<file path="src/rtl/pc_sequencer.sv">
// pc_sequencer: owns the fetch PC. Each cycle it increments, holds while
// memory is busy, or redirects to a branch/jump target. A redirect decoded
// during a stall is parked in a pending register so it is never lost.
module pc_sequencer #(
    parameter int                    PC_WIDTH     = 32,
    parameter logic [PC_WIDTH-1:0]   RESET_PC     = 32'h0000_0000,
    parameter int                    OFFSET_WIDTH = 8
) (
    input  logic                    clk_i,
    input  logic                    rst_ni,
    input  logic                    busywait_i,
    input  logic                    dec_valid_i,
    input  logic                    branch_i,
    input  logic                    bne_i,
    input  logic                    jump_i,
    input  logic                    zero_i,
    input  logic [OFFSET_WIDTH-1:0] offset_i,
    output logic [PC_WIDTH-1:0]     pc_o,
    output logic [PC_WIDTH-1:0]     pc_plus4_o,
    output logic                    fetch_en_o,
    output logic                    flush_o,
    output logic                    taken_o,
    output logic [1:0]              state_o
);

    // state_o exposes the FSM encoding for observation:
    // 0 = BOOT, 1 = RUN, 2 = HOLD, 3 = HOLD_REDIR.
    typedef enum logic [1:0] {
        S_BOOT       = 2'd0,
        S_RUN        = 2'd1,
        S_HOLD       = 2'd2,
        S_HOLD_REDIR = 2'd3
    } state_t;

    state_t              state_q, state_d;
    logic [PC_WIDTH-1:0] pc_q, pc_d;
    logic [PC_WIDTH-1:0] pending_q, pending_d;
    logic                flush_q, taken_q;
    logic                redirect_d;

    logic                taken_cond;
    logic [PC_WIDTH-1:0] offset_ext;
    logic [PC_WIDTH-1:0] target;
    logic [PC_WIDTH-1:0] pc_plus4;

    // Redirect decision and target arithmetic (all modulo 2^PC_WIDTH).
    // pc_q already points one word past the decoded instruction.
    always_comb begin
        taken_cond = dec_valid_i & ((branch_i & zero_i) | (bne_i & ~zero_i) | jump_i);
        offset_ext = {{(PC_WIDTH-OFFSET_WIDTH){offset_i[OFFSET_WIDTH-1]}}, offset_i};
        target     = pc_q + (offset_ext << 2);
        pc_plus4   = pc_q + PC_WIDTH'(4);
    end

    // Next-state, next-PC and fetch enable. BOOT spends one idle cycle so the
    // first fetch of RESET_PC happens in RUN; HOLD_REDIR ignores the decode
    // flags because decode is stalled on the instruction already latched.
    always_comb begin
        state_d    = state_q;
        pc_d       = pc_q;
        pending_d  = pending_q;
        redirect_d = 1'b0;
        fetch_en_o = 1'b1;
        case (state_q)
            S_BOOT: begin
                fetch_en_o = 1'b0;
                state_d    = S_RUN;
            end
            S_RUN, S_HOLD: begin
                if (!busywait_i) begin
                    state_d = S_RUN;
                    if (taken_cond) begin
                        pc_d       = target;
                        redirect_d = 1'b1;
                    end else begin
                        pc_d = pc_plus4;
                    end
                end else if (taken_cond) begin
                    pending_d = target;
                    state_d   = S_HOLD_REDIR;
                end else begin
                    state_d = S_HOLD;
                end
            end
            S_HOLD_REDIR: begin
                if (!busywait_i) begin
                    pc_d       = pending_q;
                    redirect_d = 1'b1;
                    state_d    = S_RUN;
                end
            end
            default: begin
                state_d = S_BOOT;
            end
        endcase
    end

    // State, PC, pending target and the one-cycle redirect pulses.
    always_ff @(posedge clk_i or negedge rst_ni) begin
        if (!rst_ni) begin
            state_q   <= S_BOOT;
            pc_q      <= RESET_PC;
            pending_q <= '0;
            flush_q   <= 1'b0;
            taken_q   <= 1'b0;
        end else begin
            state_q   <= state_d;
            pc_q      <= pc_d;
            pending_q <= pending_d;
            flush_q   <= redirect_d;
            taken_q   <= redirect_d;
        end
    end

    assign pc_o       = pc_q;
    assign pc_plus4_o = pc_plus4;
    assign flush_o    = flush_q;
    assign taken_o    = taken_q;
    assign state_o    = state_q;

endmodule
</file>
<file path="config.mk">
export PLATFORM = sky130hd
export DESIGN_NAME = pc_sequencer
export DESIGN_NICKNAME = d
export VERILOG_FILES = /design/src/rtl/pc_sequencer.sv
export SDC_FILE = /design/constraint.sdc
export NUM_CORES = 1
export LEC_CHECK = 0
export CELL_PAD_IN_SITES_DETAIL_PLACEMENT = 1
export CELL_PAD_IN_SITES_GLOBAL_PLACEMENT = 1
export CORE_MARGIN = 2
export CORE_UTILIZATION = 38
export CTS_CLUSTER_SIZE = 25
export DETAILED_ROUTE_END_ITERATION = 16
export PLACE_DENSITY_LB_ADDON = 0.1
export SETUP_SLACK_MARGIN = 0.1
export SKIP_LAST_GASP = 1
export SYNTH_ARGS = -nofsm -noshare
export SYNTH_HDL_FRONTEND = slang
export SYNTH_SLANG_ARGS = --single-unit
</file>
<file path="constraint.sdc">
create_clock -name clk_i -period 3.75 [get_ports clk_i]
set_input_delay 1.125 -clock clk_i [delete_from_list [all_inputs] [get_ports clk_i]]
set_output_delay 1.125 -clock clk_i [all_outputs]
set_load 0.01 [all_outputs]
</file>
# Word level (Yosys, flattened, before mapping)
# Cells that the tools add are included.
word_totals:
  regBits: 67
  input_bits: 16
  out_inout_bits: 69
  wordCells: 35
classes:
  add_sub_neg: 2
  eq_ne: 5
  muxes: 13
  n_bitwise: 6
  n_reduce_logical: 5
op_table:
  columns: ["operator", "n"]
  rows:
  - ["$mux W32", 3]
  - ["$pmux W32 S2", 1]
  - ["$add A32 B3 Y32 const B", 1]
  - ["$add A32 B32 Y32", 1]
  - ["$pmux W2 S3", 1]
  - ["$reduce_and A3 Y1", 2]
  - ["$mux W1", 5]
  - ["$eq A2 B2 Y1 const B", 2]
  - ["$mux W2", 2]
  - ["$ne A2 B2 Y1 const B", 2]
  - ["$and A1 B1 Y1", 3]
  - ["$eq A2 B1 Y1 const B", 1]
  - ["$logic_not A2 Y1", 1]
  - ["$or A1 B1 Y1", 2]
  - ["$pmux W1 S2", 1]
  - ["$reduce_bool A2 Y1", 1]
  - ["$reduce_or A2 Y1", 1]
  - ["$not A1 Y1", 1]

# Longest topological paths before layout
# Gate-level depths: netlist of run 1.
logic_depth:
  word_depth: 8
  mapped_depth: 10
  mapped_depth_nobuf: 10

# Worst setup path before layout of run 1
# Ideal clock, no wire load.
synth_timing:
  path_type: "in2reg"
  start: "input offset_i[0]"
  end: "register pending_q[26]"
  setup_time_ns: 0.120
  t_arrival_ns: 3.014
  required_ns: 3.630
  setup_slack_ns: 0.616
  path_stages: 10
  path_buffers: 0
  path_cell_list: "ha_1 inv_1 fa_1 nor2b_2 o211ai_2 a32oi_2 o21ai_1 a31oi_1 o21ai_0 a31o_2"
synth_via:
  elab_chain_len: 1
synth_lines:
  columns: ["item", "line", "source"]
  rows:
  - ["start, declared", "17", "input logic [OFFSET_WIDTH-1:0] offset_i,"]
  - ["$add A32 B32 Y32", "51", "target = pc_q + (offset_ext << 2);"]
  - ["end signal, assigned", "109", "pending_q <= pending_d;"]
  - ["end, declared", "37", "logic [PC_WIDTH-1:0] pending_q, pending_d;"]
# No other way between the ends.
# A chain may end at the register's enable or synchronous reset.

# Final worst setup path of run 1
layout_timing:
  start: "register pc_q[2], in the netlist pc_o[2]"
  end: "output pc_plus4_o[28]"
layout_via:
  elab_chain_len: 1
layout_lines:
  columns: ["item", "line", "source"]
  rows:
  - ["start, declared", "36", "logic [PC_WIDTH-1:0] pc_q, pc_d;"]
  - ["start signal, assigned", "108", "pc_q <= pc_d;"]
  - ["$add A32 B3 Y32", "52", "pc_plus4 = pc_q + PC_WIDTH'(4);"]
  - ["end, declared", "19", "output logic [PC_WIDTH-1:0] pc_plus4_o,"]
# No other way between the ends.

==> impl_metrics.prom, run 1 <==
# TYPE chip_impl_metric gauge
chip_impl_metric{name="timing.max_slew.rel_slack",unit="%"} 38.4
chip_impl_metric{name="grt-ovfl-total",unit=""} 0
chip_impl_metric{name="critPathMaxFanout",unit=""} 5
chip_impl_metric{name="wl_per_cell",unit="microns"} 21.5
chip_impl_metric{name="synth_enable_flop_cells",unit=""} 0
chip_impl_info{name="series_of_cell_instances_along_the_critical_path",value="ha_2 -> and4_1 -> and3_2 -> and3_4 -> nand3_1 -> xnor2_2 -> clkdlybuf4s50_1"} 1
chip_impl_metric{name="power.ir.vdd_worst",unit="mV"} 0.362
chip_impl_metric{name="area_growth",unit="%"} 35.7
chip_impl_metric{name="drt-initial-drc-count",unit=""} 408
chip_impl_metric{name="floorplan.core_area",unit="sq um"} 14400
chip_impl_metric{name="grt_pass1_vias",unit=""} 6432
chip_impl_metric{name="die-width",unit="microns"} 125
chip_impl_info{name="timing.critical_path.to_type",value="output pin"} 1
chip_impl_metric{name="ys_seq_elements",unit=""} 67
chip_impl_metric{name="power_leakage",unit="nW"} 3.33
chip_impl_metric{name="total_length_of_routed_wires",unit="mm"} 22.1
chip_impl_metric{name="drc",unit=""} 0
chip_impl_metric{name="layout_setup_ws",unit="ns"} 0.0328
chip_impl_info{name="layout.cells.most_common",value="sky130_fd_sc_hd__nand2_1"} 1
chip_impl_metric{name="die_h",unit="microns"} 125
chip_impl_info{name="tritoncts",value="built"} 1
chip_impl_info{name="crit_type",value="flip-flop to output pin"} 1
chip_impl_info{name="most_frequent_cells_in_the_layout",value="sky130_fd_sc_hd__nand2_1 (105), sky130_fd_sc_hd__buf_4 (96), sky130_fd_sc_hd__o21ai_0 (72), sky130_fd_sc_hd__clkdlybuf4s50_1 (70), sky130_fd_sc_hd__dfrtp_1 (66)"} 1
chip_impl_metric{name="synthDistinctLibCells",unit=""} 72
chip_impl_metric{name="drive_gt1_share",unit="%"} 18.3
chip_impl_metric{name="critical_path_required",unit="ns"} 2.62
chip_impl_metric{name="cts-hold-fix-buffers",unit=""} 0
chip_impl_metric{name="cp.arrival",unit="ns"} 2.59
chip_impl_info{name="yosys_most_used_dff",value="sky130_fd_sc_hd__dfrtp_1"} 1
chip_impl_metric{name="numPortBuffers",unit=""} 84
chip_impl_metric{name="setup_slack_placement",unit="ns"} -0.126
chip_impl_info{name="critPathLaunchType",value="flip-flop"} 1
chip_impl_metric{name="clkSinkCount",unit=""} 67
chip_impl_metric{name="hold_violations_final",unit=""} 0
chip_impl_metric{name="ant_nets",unit=""} 0
chip_impl_metric{name="cts_made_buffers",unit=""} 9
chip_impl_metric{name="placed_cell_area",unit="sq um"} 7130
chip_impl_metric{name="max_freq",unit="GHz"} 0.269
chip_impl_metric{name="worst_path_largest_cell_delay",unit="ns"} 0.57
chip_impl_metric{name="grt_start_max_net_pins",unit=""} 68
chip_impl_info{name="worst_path_max_delay_cell",value="sky130_fd_sc_hd__clkdlybuf4s50_1"} 1
chip_impl_info{name="grt_setup_unrepaired",value="true"} 1
chip_impl_metric{name="timing_worst_slew_pin_value",unit="ns"} 0.925
chip_impl_metric{name="clock_path_buffers",unit=""} 2
chip_impl_metric{name="fp.dieArea",unit="sq um"} 15600
chip_impl_metric{name="period_share",unit="%"} 99.1
chip_impl_metric{name="cp_num_buf_inv",unit=""} 1
chip_impl_metric{name="first_pass_iters",unit=""} 7
chip_impl_metric{name="detailroute.via_count",unit=""} 6048
chip_impl_metric{name="i_o_pin_count",unit=""} 85
chip_impl_metric{name="dpl.cell_count",unit=""} 1004
chip_impl_metric{name="post_synth_instance_area",unit="sq um"} 5560
chip_impl_metric{name="ys_async_sr_fraction",unit="%"} 100
chip_impl_metric{name="grt_pass1_wl",unit="mm"} 35.5
chip_impl_metric{name="hold-worst-slack",unit="ns"} 0.474
chip_impl_metric{name="maxSlewViolCount",unit=""} 0
chip_impl_metric{name="gpl.final_weighted_congestion",unit=""} 0.912
chip_impl_metric{name="final_cells",unit=""} 1028
chip_impl_metric{name="num-nets-final",unit=""} 888
chip_impl_metric{name="synth.avg_cell_area",unit="sq um"} 8.11
chip_impl_metric{name="synthesis.nets",unit=""} 736
chip_impl_metric{name="seq_total_area_yosys",unit="%"} 30.1
chip_impl_metric{name="grt.total_usage",unit="%"} 28.5
chip_impl_metric{name="finalSetupViolCount",unit=""} 0
chip_impl_metric{name="ys_warn_count",unit=""} 0
chip_impl_metric{name="cts.reportedPaths.clkPinSlew",unit="ns"} 0.06
chip_impl_metric{name="insertion_delay",unit="ns"} 0.35
chip_impl_info{name="clk_root_buffer_cell",value="sky130_fd_sc_hd__clkbuf_16"} 1
chip_impl_metric{name="floorplan.initialDensity",unit="%"} 38.6
chip_impl_metric{name="avgViaCountPerCell",unit=""} 5.88
chip_impl_metric{name="power_density",unit="nW/um^2"} 920
chip_impl_metric{name="final.setup_skew",unit="ns"} 0.00793
chip_impl_info{name="timing.hold.worst.class",value="flip-flop to flip-flop"} 1
chip_impl_metric{name="dp_hpwl",unit="mm"} 16.9
chip_impl_metric{name="drv.max_cap_violation_count",unit=""} 0
chip_impl_metric{name="num_rows",unit=""} 44
chip_impl_metric{name="fin_area",unit="sq um"} 7540
chip_impl_info{name="status",value="finished, final reports clean"} 1
chip_impl_metric{name="fin_setup_tns",unit="ns"} 0
chip_impl_info{name="critPathTopFamily",value="simple AND/OR/NAND/NOR gates"} 1
chip_impl_metric{name="ctsHtreeMaxLevel",unit=""} 3
chip_impl_metric{name="syn_inst",unit=""} 686
chip_impl_metric{name="final.min_clock_period",unit="ns"} 3.72
chip_impl_metric{name="antenna_found_initial",unit=""} 2
chip_impl_metric{name="fill_cells",unit=""} 1763
==> flip-flops by register name, indices dropped and copies added (netlist names) <==
register and cells:
taken_o 1, pending_q 32, pc_o 32, state_o 2
==> worst register-to-register path, delay by kind of cell (launching register included) <==
kind                       cells  cell delay [ns]
AOI/OAI and AO/OA              5             1.07
DFF                            1             0.41
buffers and inverters          2             0.37
xor gates and xnor gates       1             0.32
adders and majority gates      1             0.29
and+or+nand+nor                1             0.20
==> layer usage <==
metal  global-route usage [%]  part of all wire (%)  vias up
li1                         -                     -     2807
met1                     37.5                    45     3042
met2                     47.6                    49      159
met3                     4.11                   3.9       38
met4                     10.8                   2.4        2
met5                        0                 0.059        -
==> synthesized netlist by cell type, drive strengths merged, types with 2 or more instances <==
| library cell | instances | area, sq um |
|---|---|---|
| a211oi | 10 | 80.1 |
| a21boi | 3 | 22.5 |
| a21o | 8 | 60.1 |
| a21oi | 50 | 254 |
| a221oi | 4 | 35.0 |
| a222oi | 4 | 40.0 |
| a22oi | 3 | 22.5 |
| a2bb2oi | 2 | 17.5 |
| a31o | 3 | 26.3 |
| a31oi | 7 | 43.8 |
| a32oi | 4 | 42.6 |
| and2 | 4 | 25.0 |
| and3 | 15 | 100 |
| and4 | 6 | 55.1 |
| buf | 22 | 134 |
| clkbuf | 19 | 71.3 |
| dfrtp | 67 | 1680 |
| ha | 33 | 413 |
| inv | 14 | 52.6 |
| mux2i | 5 | 50.1 |
| nand2 | 105 | 394 |
| nand2b | 5 | 31.3 |
| nand3 | 22 | 115 |
| nand3b | 2 | 15.0 |
| nand4 | 10 | 77.6 |
| nor2 | 48 | 190 |
| nor2b | 3 | 21.3 |
| nor3 | 11 | 55.1 |
| nor3b | 2 | 15.0 |
| nor4 | 3 | 25.0 |
| nor4b | 2 | 32.5 |
| o211ai | 13 | 113 |
| o21a | 7 | 52.6 |
| o21ai | 77 | 385 |
| o21bai | 4 | 30.0 |
| o221ai | 6 | 52.6 |
| o22ai | 7 | 43.8 |
| o31a | 2 | 17.5 |
| o31ai | 4 | 35.0 |
| or3 | 8 | 50.1 |
| xnor2 | 34 | 298 |
| xor2 | 18 | 165 |
==> path summary, 6_finish.rpt <==
kind	startpoint	to	slack [ns]	cells after the start
max	pc_o[2]$_DFFE_PN0P_	pc_plus4_o[28]	0.03	7
min	pending_q[22]$_DFFE_PN0P_	pending_q[22]$_DFFE_PN0P_	0.47	2
max reg2reg	pc_o[5]$_DFFE_PN0P_	pc_o[29]$_DFFE_PN0P_	0.96	10
min reg2reg	pending_q[22]$_DFFE_PN0P_	pending_q[22]$_DFFE_PN0P_	0.47	2
max in group asynchronous	rst_ni	pc_o[11]$_DFFE_PN0P_	2.12	2
min in group asynchronous	rst_ni	pc_o[7]$_DFFE_PN0P_	1.00	2
==> logic make-up (layout without fill, tap and decap cells) <==
group                    count (synthesis)  after routing  share of synthesized area (%)
XOR/XNOR                                52             52                           8.32
AND/OR/NAND/NOR                        247            247                           21.8
adder cells (fa/ha/maj)                 34             34                           7.78
AO/OA/AOI/OAI                          225            225                           26.3
buffers and inverters                   55            212                           4.63
other                                    0              1                              0
multiplexers                             6              6                           1.10
flip-flops                              67             67                           30.1
==> per-stage QoR <==
| stage | power, mW | util (%) |
|---|---|---|
| final | 6.94 | 52.3 |
| after detailed placement | 6.06 | 49.4 |
| after global routing | 7.42 | 52.3 |
| after global placement | 5.89 | 49.4 |
| after CTS | 6.88 | 51.7 |
| after floorplan | 3.88 | - |
==> power breakdown <==
| part | internal (mW) | switching, mW |
|---|---|---|
| logic | 2.16 | 2.65 |
| registers | 1.04 | 0.303 |
| clock network | 0.445 | 0.345 |
==> what timing repair did <==
item                                   in CTS  in global routing
endpoints found under the hold margin       0                  0
pin swaps                                   1                  2
buffers inserted                            5                  2
resized for setup                          17                 14
setup endpoints to repair                  13                 17
==> final cells by class <==
type / instances / area, sq um / share of cell area, %
multi-input cells: 564 / 3720 / 49.4
flip-flops and latches: 67 / 1680 / 22.2
diodes: 1 / 2.50 / 0.0332
inverters: 14 / 52.6 / 0.697
clock buffers: 11 / 233 / 3.08
well taps: 184 / 230 / 3.05
clock inverters: 5 / 30.0 / 0.398
repair buffers: 182 / 1590 / 21.1
(Power assumes the default switching activity.)
==> run 2, diff against run 1 <==
CORE_MARGIN = unset   (was 2)
MAX_ROUTING_LAYER = met4   (was unset)
==> run 2 against run 1 <==
  * Clock skew about the same
  * Fmax increased by 4.1%
  * Worst setup slack improved by 0.15 ns
  * Largest power group unchanged
  * Critical endpoint is now pc_plus4_o[24]
==> impl_metrics.prom, run 2 (synthesis gave the netlist of run 1 again) <==
# TYPE chip_impl_metric gauge
chip_impl_metric{name="timing_worst_slew_pin_value",unit="ns"} 0.956
chip_impl_metric{name="regToRegSetupSlack",unit="ns"} 0.95
chip_impl_info{name="crit_type",value="flip-flop to output pin"} 1
chip_impl_info{name="series_of_cell_instances_along_the_critical_path",value="ha_2 -> and4_1 -> and3_2 -> and3_4 -> xor2_1 -> clkdlybuf4s50_1"} 1
chip_impl_metric{name="placed_cell_area",unit="sq um"} 7190
chip_impl_info{name="critPathTopFamily",value="simple AND/OR/NAND/NOR gates"} 1
chip_impl_metric{name="fin_area",unit="sq um"} 7660
chip_impl_metric{name="critical_path_required",unit="ns"} 2.62
chip_impl_metric{name="drive_gt1_share",unit="%"} 19.3
chip_impl_info{name="layout.cells.most_common",value="sky130_fd_sc_hd__nand2_1"} 1
chip_impl_info{name="timing.hold.worst.class",value="flip-flop to flip-flop"} 1
chip_impl_metric{name="first_pass_iters",unit=""} 7
chip_impl_metric{name="num_rows",unit=""} 43
chip_impl_info{name="status",value="finished, final reports clean"} 1
chip_impl_metric{name="drt-initial-drc-count",unit=""} 453
chip_impl_metric{name="cts.reportedPaths.clkPinSlew",unit="ns"} 0.06
chip_impl_info{name="most_frequent_cells_in_the_layout",value="sky130_fd_sc_hd__nand2_1 (105), sky130_fd_sc_hd__buf_4 (99), sky130_fd_sc_hd__o21ai_0 (70), sky130_fd_sc_hd__clkdlybuf4s50_1 (70), sky130_fd_sc_hd__dfrtp_1 (64)"} 1
chip_impl_info{name="worst_path_max_delay_cell",value="sky130_fd_sc_hd__clkdlybuf4s50_1"} 1
chip_impl_metric{name="period_share",unit="%"} 95.2
chip_impl_info{name="critPathLaunchType",value="flip-flop"} 1
chip_impl_info{name="worst_r2r_startpoint",value="pc_o[3]$_DFFE_PN0P_"} 1
chip_impl_metric{name="fin_setup_tns",unit="ns"} 0
chip_impl_metric{name="fill_cells",unit=""} 1687
chip_impl_metric{name="antenna_found_initial",unit=""} 0
chip_impl_metric{name="cts-hold-fix-buffers",unit=""} 0
chip_impl_metric{name="gpl.final_weighted_congestion",unit=""} 0.931
chip_impl_metric{name="i_o_pin_count",unit=""} 85
chip_impl_metric{name="power.ir.vdd_worst",unit="mV"} 0.364
chip_impl_metric{name="finalSetupViolCount",unit=""} 0
chip_impl_metric{name="hold_violations_final",unit=""} 0
chip_impl_metric{name="wl_per_cell",unit="microns"} 22.3
chip_impl_metric{name="floorplan.core_area",unit="sq um"} 14100
chip_impl_metric{name="avgViaCountPerCell",unit=""} 5.99
chip_impl_metric{name="area_growth",unit="%"} 37.7
chip_impl_metric{name="total_length_of_routed_wires",unit="mm"} 22.9
chip_impl_metric{name="floorplan.initialDensity",unit="%"} 39.5
chip_impl_metric{name="drv.max_cap_violation_count",unit=""} 0
chip_impl_metric{name="power_leakage",unit="nW"} 3.37
chip_impl_metric{name="numPortBuffers",unit=""} 84
chip_impl_info{name="grt_setup_unrepaired",value="false"} 1
chip_impl_metric{name="drc",unit=""} 0
chip_impl_metric{name="power_density",unit="nW/um^2"} 936
chip_impl_info{name="clk_root_buffer_cell",value="sky130_fd_sc_hd__clkbuf_16"} 1
chip_impl_metric{name="grt.total_usage",unit="%"} 32.7
chip_impl_metric{name="worst-r2r-cell-count",unit=""} 11
chip_impl_info{name="timing.hold.worst.start",value="pending_q[0]$_DFFE_PN0P_"} 1
chip_impl_metric{name="cp.arrival",unit="ns"} 2.44
chip_impl_metric{name="critPathMaxFanout",unit=""} 6
chip_impl_metric{name="worst_path_largest_cell_delay",unit="ns"} 0.56
chip_impl_metric{name="hold-worst-slack",unit="ns"} 0.473
chip_impl_metric{name="ant_nets",unit=""} 0
chip_impl_metric{name="grt_pass1_vias",unit=""} 6481
chip_impl_metric{name="timing.max_slew.rel_slack",unit="%"} 36.3
chip_impl_metric{name="clock_path_buffers",unit=""} 2
chip_impl_metric{name="cp_num_buf_inv",unit=""} 1
chip_impl_info{name="reg2reg_to",value="pending_q[31]$_DFFE_PN0P_"} 1
chip_impl_metric{name="grt_start_max_net_pins",unit=""} 68
chip_impl_metric{name="num-nets-final",unit=""} 894
chip_impl_info{name="tritoncts",value="built"} 1
chip_impl_metric{name="ctsHtreeMaxLevel",unit=""} 3
chip_impl_metric{name="diode_count",unit=""} 0
chip_impl_metric{name="dp_hpwl",unit="mm"} 17.0
chip_impl_info{name="timing.critical_path.to_type",value="output pin"} 1
chip_impl_metric{name="grt_pass1_wl",unit="mm"} 36.1
chip_impl_metric{name="grt-ovfl-total",unit=""} 0
chip_impl_metric{name="die-width",unit="microns"} 123
chip_impl_metric{name="cts_made_buffers",unit=""} 9
chip_impl_metric{name="fp.dieArea",unit="sq um"} 15100
chip_impl_metric{name="clkSinkCount",unit=""} 67
chip_impl_info{name="worst_hold_path.endpoint",value="pc_o[0]$_DFFE_PN0P_"} 1
chip_impl_metric{name="final.min_clock_period",unit="ns"} 3.57
chip_impl_metric{name="detailroute.via_count",unit=""} 6164
chip_impl_metric{name="max_freq",unit="GHz"} 0.280
chip_impl_metric{name="die_h",unit="microns"} 123
chip_impl_metric{name="whs_path_depth",unit=""} 2
chip_impl_metric{name="final.setup_skew",unit="ns"} 0.00784
chip_impl_metric{name="maxSlewViolCount",unit=""} 0
chip_impl_metric{name="insertion_delay",unit="ns"} 0.36
-- run 2: changes by cell type in the layout (fill, tap and decap cells not counted), sizes merged, moves of 2 or more --
cell	previous run	this run
inv	14	16
dlygate4sd2	7	5
clkbuf	11	9
buf	99	105
clkdlybuf4s15	0	2
-- run 2: power by group --
part | internal, mW | total, mW | switching, mW
clock network | 0.520 | 0.906 | 0.386
logic | 2.21 | 4.87 | 2.66
registers | 1.05 | 1.39 | 0.346
-- run 2: per-layer routing --
| metal | wire [microns] | vias to the layer above | GRT usage (%) |
|---|---|---|---|
| li1 | - | 2824 | - |
| met2 | 11200 | 176 | 53.5 |
| met3 | 924 | 37 | 4.29 |
| met1 | 10300 | 3127 | 41.0 |
| met4 | 539 | 0 | 12.6 |
| met5 | 0 | - | - |
-- run 2: through the flow --
step | std cells | setup WS (ns) | power [mW] | utilization (%)
after floorplan | 686 | 0.616 | 3.88 | -
after detailed placement | 1006 | -0.156 | 6.14 | 51.0
after global placement | 1006 | -0.123 | 5.95 | 51.0
after CTS | 1028 | -0.0608 | 7.09 | 53.9
after global routing | 1029 | 0.114 | 7.62 | 54.3
final | 1029 | 0.180 | 7.17 | 54.3
-- run 2: how the worst max path moves through the flow --
stage	start	end	slack (ns)	cells past startpoint
2_1_floorplan	offset_i[0]	pending_q[26]$_DFFE_PN0P_	0.62	10
3_3_place_gp	offset_i[7]	pending_q[26]$_DFFE_PN0P_	-0.12	10
3_5_place_dp	offset_i[7]	pending_q[26]$_DFFE_PN0P_	-0.16	10
4_1_cts	pc_o[2]$_DFFE_PN0P_	pc_plus4_o[28]	-0.06	7
5_1_grt	pc_o[3]$_DFFE_PN0P_	pc_plus4_o[24]	0.11	6
6_report	pc_o[2]$_DFFE_PN0P_	pc_plus4_o[24]	0.18	6
-- run 2: layout make-up --
| cell class | instances | area [sq um] | area share, % |
|---|---|---|---|
| flip-flops and latches | 67 | 1680 | 21.9 |
| inverters | 14 | 52.6 | 0.686 |
| well taps | 180 | 225 | 2.94 |
| multi-input cells | 564 | 3720 | 48.6 |
| clock buffers | 9 | 225 | 2.94 |
| clock inverters | 7 | 76.3 | 0.997 |
| repair buffers | 188 | 1680 | 21.9 |
-- run 2: what timing repair did --
action,4_1_cts,5_1_grt
buffers inserted,6,1
resized for setup,18,20
pin swaps,2,3
gates cloned,0,0
endpoints found under the setup margin,15,17
-- run 2: tightest hold or removal path: cells and delay by family (launching register included) --
kind | cells | cell delay [ns]
simple gates | 2 | 0.10
flops | 1 | 0.34
